==> src/rtl/cg_pkg.sv <==
// Shared encodings for the constant-generator immediate encoder.
// Holds register numbers, addressing modes, format masks and the FSM state type.
package cg_pkg;

  localparam logic [3:0] PC  = 4'd0;
  localparam logic [3:0] CG1 = 4'd2;
  localparam logic [3:0] CG2 = 4'd3;

  localparam logic [1:0] REGISTER_MODE               = 2'b00;
  localparam logic [1:0] INDEXED_MODE                = 2'b01;
  localparam logic [1:0] INDIRECT_MODE               = 2'b10;
  localparam logic [1:0] INDIRECT_AUTOINCREMENT_MODE = 2'b11;

  localparam logic [15:0] FMT2_MASK        = 16'hFC00;
  localparam logic [15:0] FMT2_MATCH       = 16'h1000;
  localparam logic [15:0] JUMP_MASK        = 16'hE000;
  localparam logic [15:0] JUMP_MATCH       = 16'h2000;
  localparam logic [2:0]  FMT2_RESERVED_OP = 3'b111;

  typedef enum logic [1:0] {
    StIdle,
    StCollect,
    StEmit
  } cgState_e;

  // A source field costs an extension word for indexed/absolute (not CG2) and #imm.
  function automatic logic srcHasExt(input logic [3:0] srcReg, input logic [1:0] srcAs);
    return ((srcAs == INDEXED_MODE) && (srcReg != CG2)) ||
           ((srcAs == INDIRECT_AUTOINCREMENT_MODE) && (srcReg == PC));
  endfunction

endpackage

==> src/rtl/cg_const_match.sv <==
// Maps an immediate value onto the R2/R3 constant-generator encoding, if one exists.
// Byte operations compare only the low byte of the value.
module cg_const_match
  import cg_pkg::*;
(
  input  logic [15:0] value,
  input  logic        isByte,
  output logic        hit,
  output logic [3:0]  cgReg,
  output logic [1:0]  cgAs
);

  logic [15:0] cmp;
  logic        allOnes;

  always_comb begin
    cmp     = isByte ? {8'h00, value[7:0]} : value;
    allOnes = isByte ? (value[7:0] == 8'hFF) : (value == 16'hFFFF);
    hit     = 1'b1;
    cgReg   = CG2;
    cgAs    = REGISTER_MODE;
    if (cmp == 16'd0) begin
      cgAs = REGISTER_MODE;
    end else if (cmp == 16'd1) begin
      cgAs = INDEXED_MODE;
    end else if (cmp == 16'd2) begin
      cgAs = INDIRECT_MODE;
    end else if (allOnes) begin
      cgAs = INDIRECT_AUTOINCREMENT_MODE;
    end else if (cmp == 16'd4) begin
      cgReg = CG1;
      cgAs  = INDIRECT_MODE;
    end else if (cmp == 16'd8) begin
      cgReg = CG1;
      cgAs  = INDIRECT_AUTOINCREMENT_MODE;
    end else begin
      hit = 1'b0;
    end
  end

endmodule

==> src/rtl/cg_immediate_encoder.sv <==
// Collects one MSP430 instruction, folds a CG-expressible #imm into R2/R3 and re-emits it.
// Define CG_ENCODER_STATS_EN to add the saturating saved_count output.
module cg_immediate_encoder
  import cg_pkg::*;
#(
  parameter bit REWRITE_F2 = 1'b1
`ifdef CG_ENCODER_STATS_EN
  ,
  parameter int unsigned COUNT_W = 16
`endif
) (
  input  logic        clk,
  input  logic        rst,
  input  logic        flush,
  input  logic [15:0] in_data,
  input  logic        in_valid,
  output logic        in_ready,
  output logic [15:0] out_data,
  output logic        out_valid,
  input  logic        out_ready,
  output logic        out_first,
  output logic        out_last
`ifdef CG_ENCODER_STATS_EN
  ,
  output logic [COUNT_W-1:0] saved_count
`endif
);

  cgState_e    stateQ, stateD;
  logic        inAccept, outFire;
  logic        isJumpIn, isF1In, isF2In, srcExtIn, dstExtIn, srcImmIn;
  logic [1:0]  nExtIn;
  logic [15:0] iwQ, ext0Q, buf1Q, buf2Q;
  logic [1:0]  nExtQ, extCntQ, remQ;
  logic        immQ, f2Q, rewrittenQ;
  logic        lastExt, rewrite, hit;
  logic [15:0] srcWord, newIw;
  logic [3:0]  cgReg;
  logic [1:0]  cgAs;

  assign in_ready = (stateQ != StEmit);
  assign inAccept = in_valid && in_ready;
  assign outFire  = out_valid && out_ready;

  always_comb begin
    isJumpIn = (in_data & JUMP_MASK) == JUMP_MATCH;
    isF1In   = !isJumpIn && (in_data[15:12] >= 4'd4);
    isF2In   = ((in_data & FMT2_MASK) == FMT2_MATCH) && (in_data[9:7] != FMT2_RESERVED_OP);
    srcExtIn = isF1In ? srcHasExt(in_data[11:8], in_data[5:4])
                      : (isF2In && srcHasExt(in_data[3:0], in_data[5:4]));
    dstExtIn = isF1In && in_data[7] && (in_data[3:0] != CG2);
    srcImmIn = isF1In ? ((in_data[11:8] == PC) &&
                         (in_data[5:4] == INDIRECT_AUTOINCREMENT_MODE))
                      : (REWRITE_F2 && isF2In && (in_data[3:0] == PC) &&
                         (in_data[5:4] == INDIRECT_AUTOINCREMENT_MODE));
    nExtIn   = {1'b0, srcExtIn} + {1'b0, dstExtIn};
  end

  // The source extension always arrives first, so it is either live or in ext0Q.
  assign lastExt = (extCntQ + 2'd1) == nExtQ;
  assign srcWord = (extCntQ == 2'd0) ? in_data : ext0Q;

  cg_const_match uConstMatch (
    .value  (srcWord),
    .isByte (iwQ[6]),
    .hit    (hit),
    .cgReg  (cgReg),
    .cgAs   (cgAs)
  );

  always_comb begin
    rewrite = immQ && hit;
    newIw   = iwQ;
    if (rewrite) begin
      newIw[5:4] = cgAs;
      if (f2Q) newIw[3:0] = cgReg;
      else     newIw[11:8] = cgReg;
    end
  end

  always_comb begin
    stateD = stateQ;
    if (flush) begin
      stateD = StIdle;
    end else begin
      unique case (stateQ)
        StIdle:    if (inAccept) stateD = (nExtIn == 2'd0) ? StEmit : StCollect;
        StCollect: if (inAccept && lastExt) stateD = StEmit;
        StEmit:    if (outFire && out_last) stateD = StIdle;
        default:   stateD = StIdle;
      endcase
    end
  end

  always_ff @(posedge clk or posedge rst) begin
    if (rst) stateQ <= StIdle;
    else     stateQ <= stateD;
  end

  always_ff @(posedge clk or posedge rst) begin
    if (rst) begin
      iwQ        <= '0;
      ext0Q      <= '0;
      buf1Q      <= '0;
      buf2Q      <= '0;
      nExtQ      <= '0;
      extCntQ    <= '0;
      remQ       <= '0;
      immQ       <= 1'b0;
      f2Q        <= 1'b0;
      rewrittenQ <= 1'b0;
      out_data   <= '0;
      out_valid  <= 1'b0;
      out_first  <= 1'b0;
      out_last   <= 1'b0;
    end else if (flush) begin
      extCntQ    <= '0;
      remQ       <= '0;
      rewrittenQ <= 1'b0;
      out_valid  <= 1'b0;
      out_first  <= 1'b0;
      out_last   <= 1'b0;
    end else begin
      unique case (stateQ)
        StIdle: begin
          if (inAccept) begin
            iwQ     <= in_data;
            nExtQ   <= nExtIn;
            immQ    <= srcImmIn;
            f2Q     <= isF2In;
            extCntQ <= '0;
            if (nExtIn == 2'd0) begin
              out_data   <= in_data;
              out_valid  <= 1'b1;
              out_first  <= 1'b1;
              out_last   <= 1'b1;
              remQ       <= '0;
              rewrittenQ <= 1'b0;
            end
          end
        end
        StCollect: begin
          if (inAccept) begin
            if (!lastExt) begin
              ext0Q   <= in_data;
              extCntQ <= extCntQ + 2'd1;
            end else begin
              out_data   <= newIw;
              out_valid  <= 1'b1;
              out_first  <= 1'b1;
              rewrittenQ <= rewrite;
              // A rewrite drops the source word; the destination word (if any) stays.
              if (nExtQ == 2'd2) begin
                buf1Q    <= rewrite ? in_data : ext0Q;
                buf2Q    <= in_data;
                remQ     <= rewrite ? 2'd1 : 2'd2;
                out_last <= 1'b0;
              end else begin
                buf1Q    <= in_data;
                remQ     <= rewrite ? 2'd0 : 2'd1;
                out_last <= rewrite;
              end
            end
          end
        end
        StEmit: begin
          if (outFire) begin
            if (remQ == 2'd0) begin
              out_valid <= 1'b0;
              out_first <= 1'b0;
              out_last  <= 1'b0;
            end else begin
              out_data  <= buf1Q;
              buf1Q     <= buf2Q;
              remQ      <= remQ - 2'd1;
              out_first <= 1'b0;
              out_last  <= (remQ == 2'd1);
            end
          end
        end
        default: ;
      endcase
    end
  end

`ifdef CG_ENCODER_STATS_EN
  always_ff @(posedge clk or posedge rst) begin
    if (rst) begin
      saved_count <= '0;
    end else if (!flush && (stateQ == StEmit) && outFire && out_first && rewrittenQ &&
                 (saved_count != {COUNT_W{1'b1}})) begin
      saved_count <= saved_count + {{(COUNT_W-1){1'b0}}, 1'b1};
    end
  end
`endif

endmodule

==> config.mk <==
export PLATFORM = sky130hd
export DESIGN_NAME = cg_immediate_encoder
export DESIGN_NICKNAME = d
export VERILOG_FILES = /design/src/rtl/cg_pkg.sv /design/src/rtl/cg_const_match.sv /design/src/rtl/cg_immediate_encoder.sv
export SDC_FILE = /design/constraint.sdc
export NUM_CORES = 1
export LEC_CHECK = 0
export CORE_MARGIN = 5
export CORE_UTILIZATION = 59
export DETAILED_ROUTE_END_ITERATION = 10
export PLACE_DENSITY_LB_ADDON = 0.15
export RECOVER_POWER = 25
export SLEW_MARGIN = 20
export SYNTH_ARGS = -nofsm -noshare
export SYNTH_HDL_FRONTEND = slang
export SYNTH_SLANG_ARGS = --single-unit
==> constraint.sdc <==
create_clock -name clk -period 3.54 [get_ports clk]
set_clock_uncertainty 0.15 [all_clocks]
set_input_delay 0.354 -clock clk [delete_from_list [all_inputs] [get_ports clk]]
set_output_delay 0.354 -clock clk [all_outputs]
set_load 0.02 [all_outputs]
==> results of run 1 <==
layer usage:
metal,part of all wire [%],vias up
li1,-,2049
met1,42,2234
met2,47,209
met3,9.0,19
met4,1.9,0
met5,0,-
flip-flops by register name, indices dropped and copies added, names as in the netlist, 2 cells and up:
name / count
stateQ: 2
buf1Q: 16
ext0Q: 16
nExtQ: 2
extCntQ: 2
buf2Q: 16
out_data: 16
remQ: 2
iwQ: 16
per-stage QoR:
| step | cells | hold WS (ps) | utilization (%) | worst slack, ps |
|---|---|---|---|---|
| 3_5_place_dp | 674 | 323 | 66.1 | 29.4 |
| 3_3_place_gp | 674 | 312 | 66.1 | 198 |
| 4_1_cts | 690 | 324 | 68.3 | 216 |
| 2_1_floorplan | 537 | 321 | - | 616 |
| 6_report | 690 | 339 | 68.3 | 204 |
| 5_1_grt | 690 | 365 | 68.3 | 16.9 |
path summary, 6_finish.rpt:
| kind | to | slack [ps] |
|---|---|---|
| min in group asynchronous | iwQ[14]$_DFFE_PP0P_ | 670 |
| max in group asynchronous | buf2Q[4]$_DFFE_PP0P_ | 600 |
| worst max-delay path | remQ[0]$_DFFE_PP0P_ | 200 |
| worst max register to register | remQ[0]$_DFFE_PP0P_ | 200 |
| worst min-delay path | out_data[14]$_DFFE_PP0P_ | 340 |
| worst min register to register | out_data[14]$_DFFE_PP0P_ | 340 |
kinds of logic (layout without fill, tap and decap cells):
kind of cell    after synthesis  after routing  share of synthesized area (%)
compound gates              130            130                           17.7
fa+ha+maj                    12             12                           2.73
simple gates                164            164                           15.5
xor+xnor                      5              5                          0.811
flops                        93             93                           43.1
buf+inv                      60            102                           5.33
mux                          73             73                           14.9
power groups by stage:
stage	registers, mW	clock network, mW	logic (mW)
after floorplan	1.81	0	1.50
after global placement	1.77	0	2.26
after detailed placement	1.79	0	2.33
after CTS	1.77	0.742	2.34
after global routing	1.83	0.795	2.55
final	1.78	0.734	2.36
area by class of cell:
cell class                      count  area (µm²)  share of cell area (%)
Multi-Input combinational cell    384        2810                    45.3
Sequential cell                    93        2330                    37.6
Clock buffer                        9         124                    2.00
Tap cell                          111         139                    2.24
Clock inverter                      7        75.1                    1.21
Timing Repair Buffer               71         652                    10.5
Inverter                           15        65.1                    1.05
worst min-delay path, delay by kind of cell, from the launching register on:
kind | cells | cell delay [ps]
AOI/OAI and AO/OA | 1 | 60
DFF | 1 | 360
and+or+nand+nor | 1 | 40
layout by cell type (no fill, tap or decap), drive strengths merged, types with 4 or more instances in the layout:
cell / count
inv: 14
a31o: 14
and2: 15
clkbuf: 11
nor2b: 7
o31ai: 4
nor4: 6
nand2: 39
nand4: 8
a311oi: 4
nand3: 44
buf: 29
o211ai: 21
ha: 11
a211oi: 12
and3: 6
mux2i: 20
nor2: 19
o21ai: 28
nor3: 6
clkinvlp: 4
dfrtp: 93
mux2: 53
clkdlybuf4s50: 39
a21oi: 19
nand2b: 5
a22oi: 10
==> summary.txt, run 1 <==
Route
  – Vias/cell: 6.54
  – Detailed-route via count: about 4500
  – First-pass iteration count of the detailed router: 5
  – Routed wire length: 14200 µm
  – Wire per inst: 20.6 µm
  – Initial DRC Count: 435
  – ANT nets after route: 0
  – DRC Markers: 0

Cells and area
  – Synth-to-layout area growth: 14.5%
  – Design area: around 6200 µm²
  – Final #Nets: slightly above 600
  – Final-layout fill cell count: 730
  – Antenna cells: 0
  – Layout cells sized above 1: roughly 21%

STA
  – Setup TNS: 0 ps
  – Worst-margin pin slew: between 2000 and 2500 ps
  – Final setup fails: 0
  – Final period util: between 90% and 100%
  – Tmin final: 3340 ps
  – Fin. Hold Viols: 0
  – Max-slew headroom: -65.1%
  – Slew Viols, Final: 48
  – RSZ-0062 raised after global routing: no
  – Achievable clock frequency: approximately 300 MHz

Worst hold path
  – Hold Startpoint: out_data[14]$_DFFE_PP0P_
  – Worst min path class: register to register
  – Hold path depth: 2

Worst setup path
  – Crit. End Element: register
  – Worst path cell trace: inv_1 > ha_1 > mux2i_1 > maj3_1 > a21oi_1 > o32a_1 > ha_1 > nand2_1 > o21ai_0 > nand2_1 > mux2_2 > nor2_1
  – Reg2Reg Depth: 12
  – Crit Path Class: register to register
  – Crit path buffers/inverters: 1
  – WP depth: 12
  – CP arrival: 3490 ps
  – CP max stage delay: roughly 600 ps
  – Critical Path RT: 3700 ps
  – CP Max Fanout: 7
  – Crit path max-delay cell type: mux2i_1
  – Startpoint types: register
  – Reg-to-Reg Start: extCntQ[0]$_DFFE_PP0P_
  – Delay-heaviest family, CP: adder cells
  – Crit. Startpoint: extCntQ[0]$_DFFE_PP0P_

Floorplan
  – Core area: roughly 9100 µm²
  – Die area: approximately 11000 µm²
  – Starting Density: between 50 and 60%
  – Die Y: 106 µm
  – Ports: just over 40
  – Chip width: 106 µm
  – Core Rows: 35

Pwr
  – Leakage: ~2.6 nW
  – Internal: roughly 2.8 mW
  – Combinational fraction of design power: ~49%
  – Net Sw Power: ~2.1 mW
  – VDD IR max: ~0.45 mV
  – Sw Ratio: a little over two fifths
  – P per Cell Area: just under 800 nW/µm²
  – Power Total: 4.87 mW
  – Clock power share: between 10% and 20%
  – Flop pwr share: between 30% and 40%

Synthesis
  – Top cell type's share of synthesized area: a little over two fifths
  – Register bit total from synthesis: 93
  – Yosys warns: 0
  – Number of synthesized flops with an enable pin: 0
  – Syn Inst Count: roughly 540
  – Primary FF master, synth: dfrtp_1
  – Yosys top cell by area: dfrtp_1
  – Synth cell count leaders: 93 x dfrtp_1, 53 x mux2_2, 44 x nand3_1, 39 x nand2_1, 32 x clkbuf_1
  – Cell Area, Synth: around 5400 µm²
  – Net Count, Synth: around 570
  – Top cells by area, synth: dfrtp_1 43%, mux2_2 11%, nand3_1 4.1%
  – Avg Cell Area, Syn: between 10 and 15 µm²
  – Ys async rst share: between 90% and 100%
  – Most frequent cell after synthesis: dfrtp_1
  – Register area share after synthesis: roughly 43%
  – Post-synthesis cell type count: 59

Clock tree
  – CTS Sinks: 93
  – Post-cts sizing count: 0
  – Total CTS buffers: 9
  – Worst skew pair latency: about 370 ps
  – Worst-path clk slew: roughly 100 ps
  – Max clock buf depth: 2
  – CTS tree: yes
  – Post-CTS Hold Fix Bufs: 0
  – Root buf cell: clkbuf_8
  – H-tree depth: 3
  – # Post-CTS Setup Buffers: 0

Global route
  – Largest net degree at the start of global routing: slightly below 50
  – Vias in the first global route: roughly 4600
  – Met3 Use GR: under 10%
  – Global route hottest layer: met2
  – Met1 Use GR: 36.7%
  – Initial antenna violation count: 0
  – GRT Total Usage: a little over a quarter
  – Met2 Resource Use GR: between 40% and 50%
  – First-pass GRT wire length: roughly 24000 µm
  – Grt total ovfl: 0

Run status
  – Outcome: finished, violations left
  – Violated checks: capacitance limit, slew limit

Placed design
  – Detailed placement HPWL: 9920 µm
  – Port bufs: 40
  – GPL Wtd Cong: ~0.9
  – Placed inst area: between 5000 and 6000 µm²

Flow run
  – Maxcap violations: 1
Note: power is estimated with default switching activity, not from simulation.
==> run 2: changes to the inputs <==
ABC_AREA = 1   (was default)
CORE_UTILIZATION = 28   (was 59)
==> summary.txt, run 2 <==
Synthesis
  – Register area share after synthesis: 42.8%
  – Most frequent cell after synthesis: nand2_1
  – Synth cell count leaders: 297 x nand2_1, 93 x dfrtp_1, 68 x nor2_1, 67 x inv_1, 67 x o21ai_0
  – Top cell type's share of synthesized area: 42.8%
  – Yosys warns: 0
  – Number of synthesized flops with an enable pin: 0
  – Yosys top cell by area: dfrtp_1
  – Register bit total from synthesis: 93
  – Primary FF master, synth: dfrtp_1
  – Syn Inst Count: 774
  – Net Count, Synth: 806
  – Post-synthesis cell type count: 32
  – Avg Cell Area, Syn: 7.02 µm²
  – Ys async rst share: 100%
  – Top cells by area, synth: dfrtp_1 43%, nand2_1 21%, o21ai_0 6.2%
  – Cell Area, Synth: around 5400 µm²

Route
  – First-pass iteration count of the detailed router: 5
  – Detailed-route via count: 5046
  – Vias/cell: about 4.7
  – Initial DRC Count: 342
  – Wire per inst: roughly 17 µm
  – ANT nets after route: 0
  – Routed wire length: 17800 µm
  – DRC Markers: 0

Placed design
  – GPL Wtd Cong: around 0.87
  – Detailed placement HPWL: ~12000 µm
  – Port bufs: 40

Cells and area
  – Commonest non-fill, non-tap cell in the layout: nand2_1
  – Layout cells sized above 1: approximately 5.5%
  – Synth-to-layout area growth: 17.4%
  – Most frequent cells in the layout: 297 x nand2_1, 93 x dfrtp_1, 68 x nor2_1
  – Final #Nets: roughly 830
  – Antenna cells: 0
  – Final Util: approximately 33%

Pwr
  – Combinational fraction of design power: about half
  – VDD IR max: around 0.29 mV
  – P per Cell Area: roughly 850 nW/µm²
  – Net Sw Power: ~2.5 mW
  – Internal: roughly 2.9 mW
  – Leakage: roughly 3.2 nW
  – Clock power share: between 10% and 20%
  – Sw Ratio: about 46%
  – Flop pwr share: approximately a third

Floorplan
  – Core Rows: between 50 and 60
  – Ports: around 40
  – Chip width: around 150 µm
  – Die Y: approximately 150 µm
  – Die area: roughly 22000 µm²
  – Starting Density: ~28%
  – Core area: 19300 µm²

Worst setup path
  – Crit path buffers/inverters: 4
  – CP arrival: around 3300 ps
  – Delay-heaviest family, CP: simple AND/OR/NAND/NOR gates
  – Worst path cell trace: inv_1 > ha_1 > buf_12 > inv_6 > nand2_1 > nand2_2 > nand2_1 > nor2_1 > nand2_1 > nand2_1 > nand2_2 > nand3_2 > nand2_4 > nand2_1 > inv_1 > ha_1 > a22oi_1 > o22ai_1
  – Critical Path RT: around 3600 ps
  – Most used cell, CP: nand2_1
  – Crit Path Class: register to register
  – CP Max Fanout: 35
  – Crit. End Element: register
  – Startpoint types: register
  – Crit path max-delay cell type: dfrtp_1
  – CP max stage delay: approximately 340 ps

Clock tree
  – Max clock buf depth: 2
  – Total CTS buffers: 9
  – H-tree depth: 3
  – CTS Sinks: 93
  – Worst-path clk slew: around 60 ps
  – Worst skew pair latency: between 300 and 400 ps
  – # Post-CTS Setup Buffers: 0
  – Root buf cell: clkbuf_16
  – Post-cts sizing count: 0
  – Post-CTS Hold Fix Bufs: 0
  – CTS tree: yes

STA
  – Slew Viols, Final: between 40 and 50
  – Tmin final: roughly 3200 ps
  – Final period util: between 90 and 100%
  – RSZ-0062 raised after global routing: no
  – WHS: between 300 and 400 ps
  – Final setup fails: 0
  – Fin. Hold Viols: 0
  – Max-slew headroom: -41.4%
  – Achievable clock frequency: 310 MHz
  – Worst-margin pin slew: 2110 ps
  – Setup TNS: 0 ps

Global route
  – Largest net degree at the start of global routing: 50
  – Initial antenna violation count: 0
  – Vias in the first global route: between 4000 and 5000
  – GRT Total Usage: roughly 16%
  – Grt total ovfl: 0
  – First-pass GRT wire length: 27800 µm

Run status
  – Outcome: finished, violations left
  – Violated checks: capacitance limit, slew limit

Flow run
  – Maxcap violations: 1

Worst hold path
  – Worst min path class: register to register
[run 2: cell count changes in the layout (fill, tap and decap cells not counted), sizes merged, moves of 8 or more]
| cell | change |
|---|---|
| nor2 | +50 |
| a21oi | +8 |
| a211oi | -12 |
| and2 | -15 |
| o21ai | +39 |
| mux2 | -53 |
| a31o | -14 |
| inv | +54 |
| nand2 | +264 |
| nand4 | +15 |
| buf | -14 |
| o211ai | -19 |
| a22oi | -8 |
| mux2i | -20 |
[run 2: final cells by class]
class / instances / area (µm²)
repair buffers: 56 / 533
clock inverters: 6 / 65.1
multi-input cells: 571 / 2630
flip-flops and latches: 93 / 2330
inverters: 70 / 269
clock buffers: 9 / 225
well taps: 265 / 332
fillers: 2126 / 12900
[run 2: cell families (layout without fill, tap and decap cells)]
family,Yosys count,after routing,share of synthesized area (%)
adder cells (fa/ha/maj),11,11,2.53
AND/OR/NAND/NOR,443,443,33.9
flip-flops,93,93,42.8
AO/OA/AOI/OAI,117,117,12.0
buffers and inverters,110,141,8.82
[run 2: final timing paths]
path,start,to,slack (ps),cells after the start
max reg2reg,extCntQ[0]$_DFFE_PP0P_,remQ[0]$_DFFE_PP0P_,310,18
min,out_first$_DFFE_PP0P_,out_first$_DFFE_PP0P_,330,2
min in group asynchronous,rst,out_data[11]$_DFFE_PP0P_,860,2
max in group asynchronous,rst,buf1Q[4]$_DFFE_PP0P_,780,3
max,extCntQ[0]$_DFFE_PP0P_,remQ[0]$_DFFE_PP0P_,310,18
min reg2reg,out_first$_DFFE_PP0P_,out_first$_DFFE_PP0P_,330,2
[run 2: power by group through the flow]
stage | Clock (mW) | Combinational, mW | Sequential, mW
3_3_place_gp | 0 | 2.74 | 1.77
6_report | 0.993 | 2.70 | 1.74
2_1_floorplan | 0 | 1.80 | 1.81
3_5_place_dp | 0 | 2.74 | 1.76
5_1_grt | 1.06 | 3.06 | 1.79
4_1_cts | 1.02 | 2.75 | 1.74
[run 2: worst register-to-register path: stages, from the launching register on]
cell     delay (ps)
dfrtp_1         340
inv_1            80
ha_1            250
buf_12          180
inv_6           210
nand2_1         100
nand2_2         140
nand2_1         100
nor2_1          140
nand2_1          70
nand2_1          80
nand2_2          80
nand3_2          90
nand2_4         120
nand2_1         290
inv_1            90
ha_1            300
a22oi_1         190
o22ai_1         120
[run 2: per-stage QoR]
step / instances / total power, mW / area, µm² / setup slack (ps)
after floorplan: 774 / 3.61 / 5430 / 616
after global placement: 1055 / 4.51 / 6100 / 287
after detailed placement: 1055 / 4.49 / 6100 / 275
after CTS: 1070 / 5.51 / 6390 / 335
after global routing: 1070 / 5.91 / 6380 / 52.6
final: 1070 / 5.44 / 6380 / 312
[run 2: metal layers]
layer,vias to the layer above,wire [µm],GRT usage (%)
li1,2539,-,-
met1,2376,8070,21.4
met2,118,8700,28.1
met3,13,784,3.37
met4,0,222,3.71
met5,-,0,0
==> run 3: changes to the inputs <==
--- a/config.mk
+++ b/config.mk
@@ -7,5 +7,5 @@
 export LEC_CHECK = 0
 export ABC_AREA = 1
-export CORE_MARGIN = 5
+export CORE_MARGIN = 2
 export CORE_UTILIZATION = 28
 export DETAILED_ROUTE_END_ITERATION = 10
==> constraint.sdc (replaced) <==
create_clock -name clk -period 3.54 [get_ports clk]
set_clock_uncertainty 0.15 [all_clocks]
set_input_delay 0.708 -clock clk [delete_from_list [all_inputs] [get_ports clk]]
set_output_delay 0.708 -clock clk [all_outputs]
set_load 0.1 [all_outputs]
==> summary.txt, run 3 (synthesis gave the netlist of run 2 again) <==
Run status
  – Outcome: finished, violations left
  – Violated checks: capacitance limit, slew limit

Route
  – Wire per inst: 16.0 µm
  – Initial DRC Count: approximately 320
  – Routed wire length: between 15000 and 20000 µm
  – First-pass iteration count of the detailed router: 4
  – ANT nets after route: 0
  – DRC Markers: 0
  – Detailed-route via count: 5140
  – Vias/cell: approximately 4.7

Pwr
  – Leakage: around 3.4 nW
  – VDD IR max: between 0.3 and 0.4 mV
  – P per Cell Area: 929 nW/µm²

STA
  – Final setup fails: 0
  – Tmin final: roughly 3200 ps
  – Final period util: about 90%
  – Worst-margin pin slew: about 2100 ps
  – WHS: between 300 and 400 ps
  – RSZ-0062 raised after global routing: no
  – Slew Viols, Final: 51
  – Achievable clock frequency: 315 MHz
  – Fin. Hold Viols: 0
  – Max-slew headroom: -39.4%

Cells and area
  – Design area: ~6600 µm²
  – Commonest non-fill, non-tap cell in the layout: nand2_1
  – Final #Nets: 863
  – Layout cells sized above 1: 10.9%
  – Most frequent cells in the layout: 297 x nand2_1, 93 x dfrtp_1, 68 x nor2_1
  – Final-layout fill cell count: roughly 2100
  – Antenna cells: 0
  – Synth-to-layout area growth: 20.9%

Worst setup path
  – WP depth: 15
  – Reg-to-Reg Start: extCntQ[0]$_DFFE_PP0P_
  – CP arrival: 3320 ps
  – CP max stage delay: 410 ps
  – Crit. Startpoint: in_data[2]
  – CP Max Fanout: 32
  – RR Endpoint: remQ[0]$_DFFE_PP0P_
  – Crit path buffers/inverters: 4
  – Crit. End Element: register
  – Startpoint types: input port
  – Worst path cell trace: clkdlybuf4s50_1 > nor2_1 > nand3_1 > a32o_1 > nand2_1 > o211ai_1 > inv_1 > ha_1 > inv_1 > a2111oi_0 > nand3_1 > buf_12 > a21oi_1 > nand2_1 > nand2_1
  – Delay-heaviest family, CP: compound AO/OA/AOI/OAI gates
  – Crit path max-delay cell type: clkdlybuf4s50_1
  – R2R setup slack: around 660 ps
  – Reg2Reg Depth: 18
  – Crit Path Class: input port to register
  – Critical Path RT: roughly 3700 ps
  – Worst setup path endpoint: out_data[11]$_DFFE_PP0P_
  – Most used cell, CP: nand2_1

Floorplan
  – Core area: roughly 19000 µm²
  – Chip width: roughly 140 µm
  – Ports: a little over 40
  – Core Rows: 50
  – Starting Density: between 20% and 30%
  – Die area: roughly 21000 µm²
  – Die Y: approximately 140 µm

Clock tree
  – # Post-CTS Setup Buffers: 0
  – Worst skew pair latency: approximately 350 ps
  – CTS Sinks: just over 90
  – Post-CTS Hold Fix Bufs: 0
  – CTS tree: yes
  – Total CTS buffers: 9
  – Post-cts sizing count: 0
  – Worst-path clk slew: around 70 ps
  – Max clock buf depth: 2
  – Root buf cell: clkbuf_16
  – H-tree depth: 3

Global route
  – Initial antenna violation count: 0
  – Vias in the first global route: between 5000 and 6000
  – First-pass GRT wire length: roughly 28000 µm
  – Largest net degree at the start of global routing: 52
  – GRT Total Usage: between 10% and 20%
  – Grt total ovfl: 0

Worst hold path
  – Worst min path class: register to register

Placed design
  – Placed inst area: between 6000 and 7000 µm²
  – Detailed placement HPWL: 12400 µm
  – Port bufs: 40
  – GPL Wtd Cong: ~0.81

Flow run
  – Maxcap violations: 1
-- run 3: area by class of cell --
cell class	instances	area [µm²]	share of cell area (%)
flip-flops and latches	93	2330	35.4
well taps	260	325	4.95
clock inverters	4	51.3	0.781
clock buffers	10	229	3.48
multi-input cells	571	2630	40.0
repair buffers	86	743	11.3
inverters	70	268	4.07
-- run 3: tightest hold or removal path: stages, from the launching register on --
cell	delay [ps]
dfrtp_1	340
nand2_1	50
nand2_1	60
-- run 3: layer usage --
metal / track usage [%] / share of wire, %
met1: 23.7 / 45
met2: 30.8 / 49
met5: 0 / 0
met4: 4.90 / 2.0
met3: 3.83 / 4.2
-- run 3: stage by stage --
| step | utilization (%) | TNS [ps] | setup slack [ps] | total power, mW | cells |
|---|---|---|---|---|---|
| global route | 34.8 | 0 | 32.5 | 6.63 | 1094 |
| detailed placement | 33.4 | -311 | -39.8 | 5.20 | 1080 |
| finish | 34.8 | 0 | 364 | 6.10 | 1094 |
| CTS | 34.9 | 0 | 336 | 6.19 | 1094 |
| global placement | 33.4 | 0 | 67.6 | 5.20 | 1080 |
| floorplan | - | 0 | 262 | 4.25 | 774 |
-- run 3: where the power goes --
part / switching [mW] / total, mW / internal, mW
registers: 0.263 / 1.74 / 1.47
logic: 2.44 / 3.40 / 0.961
clock network: 0.431 / 0.972 / 0.541
-- run 3: worst min path at each step --
stage,slack [ps],from,cells past startpoint,end
detailed placement,320,buf1Q[4]$_DFFE_PP0P_,2,buf1Q[4]$_DFFE_PP0P_
global placement,320,buf1Q[7]$_DFFE_PP0P_,2,buf1Q[7]$_DFFE_PP0P_
floorplan,300,buf1Q[12]$_DFFE_PP0P_,2,buf1Q[12]$_DFFE_PP0P_
global route,350,out_first$_DFFE_PP0P_,2,out_first$_DFFE_PP0P_
finish,330,buf1Q[9]$_DFFE_PP0P_,2,buf1Q[9]$_DFFE_PP0P_
CTS,330,buf1Q[9]$_DFFE_PP0P_,2,buf1Q[9]$_DFFE_PP0P_
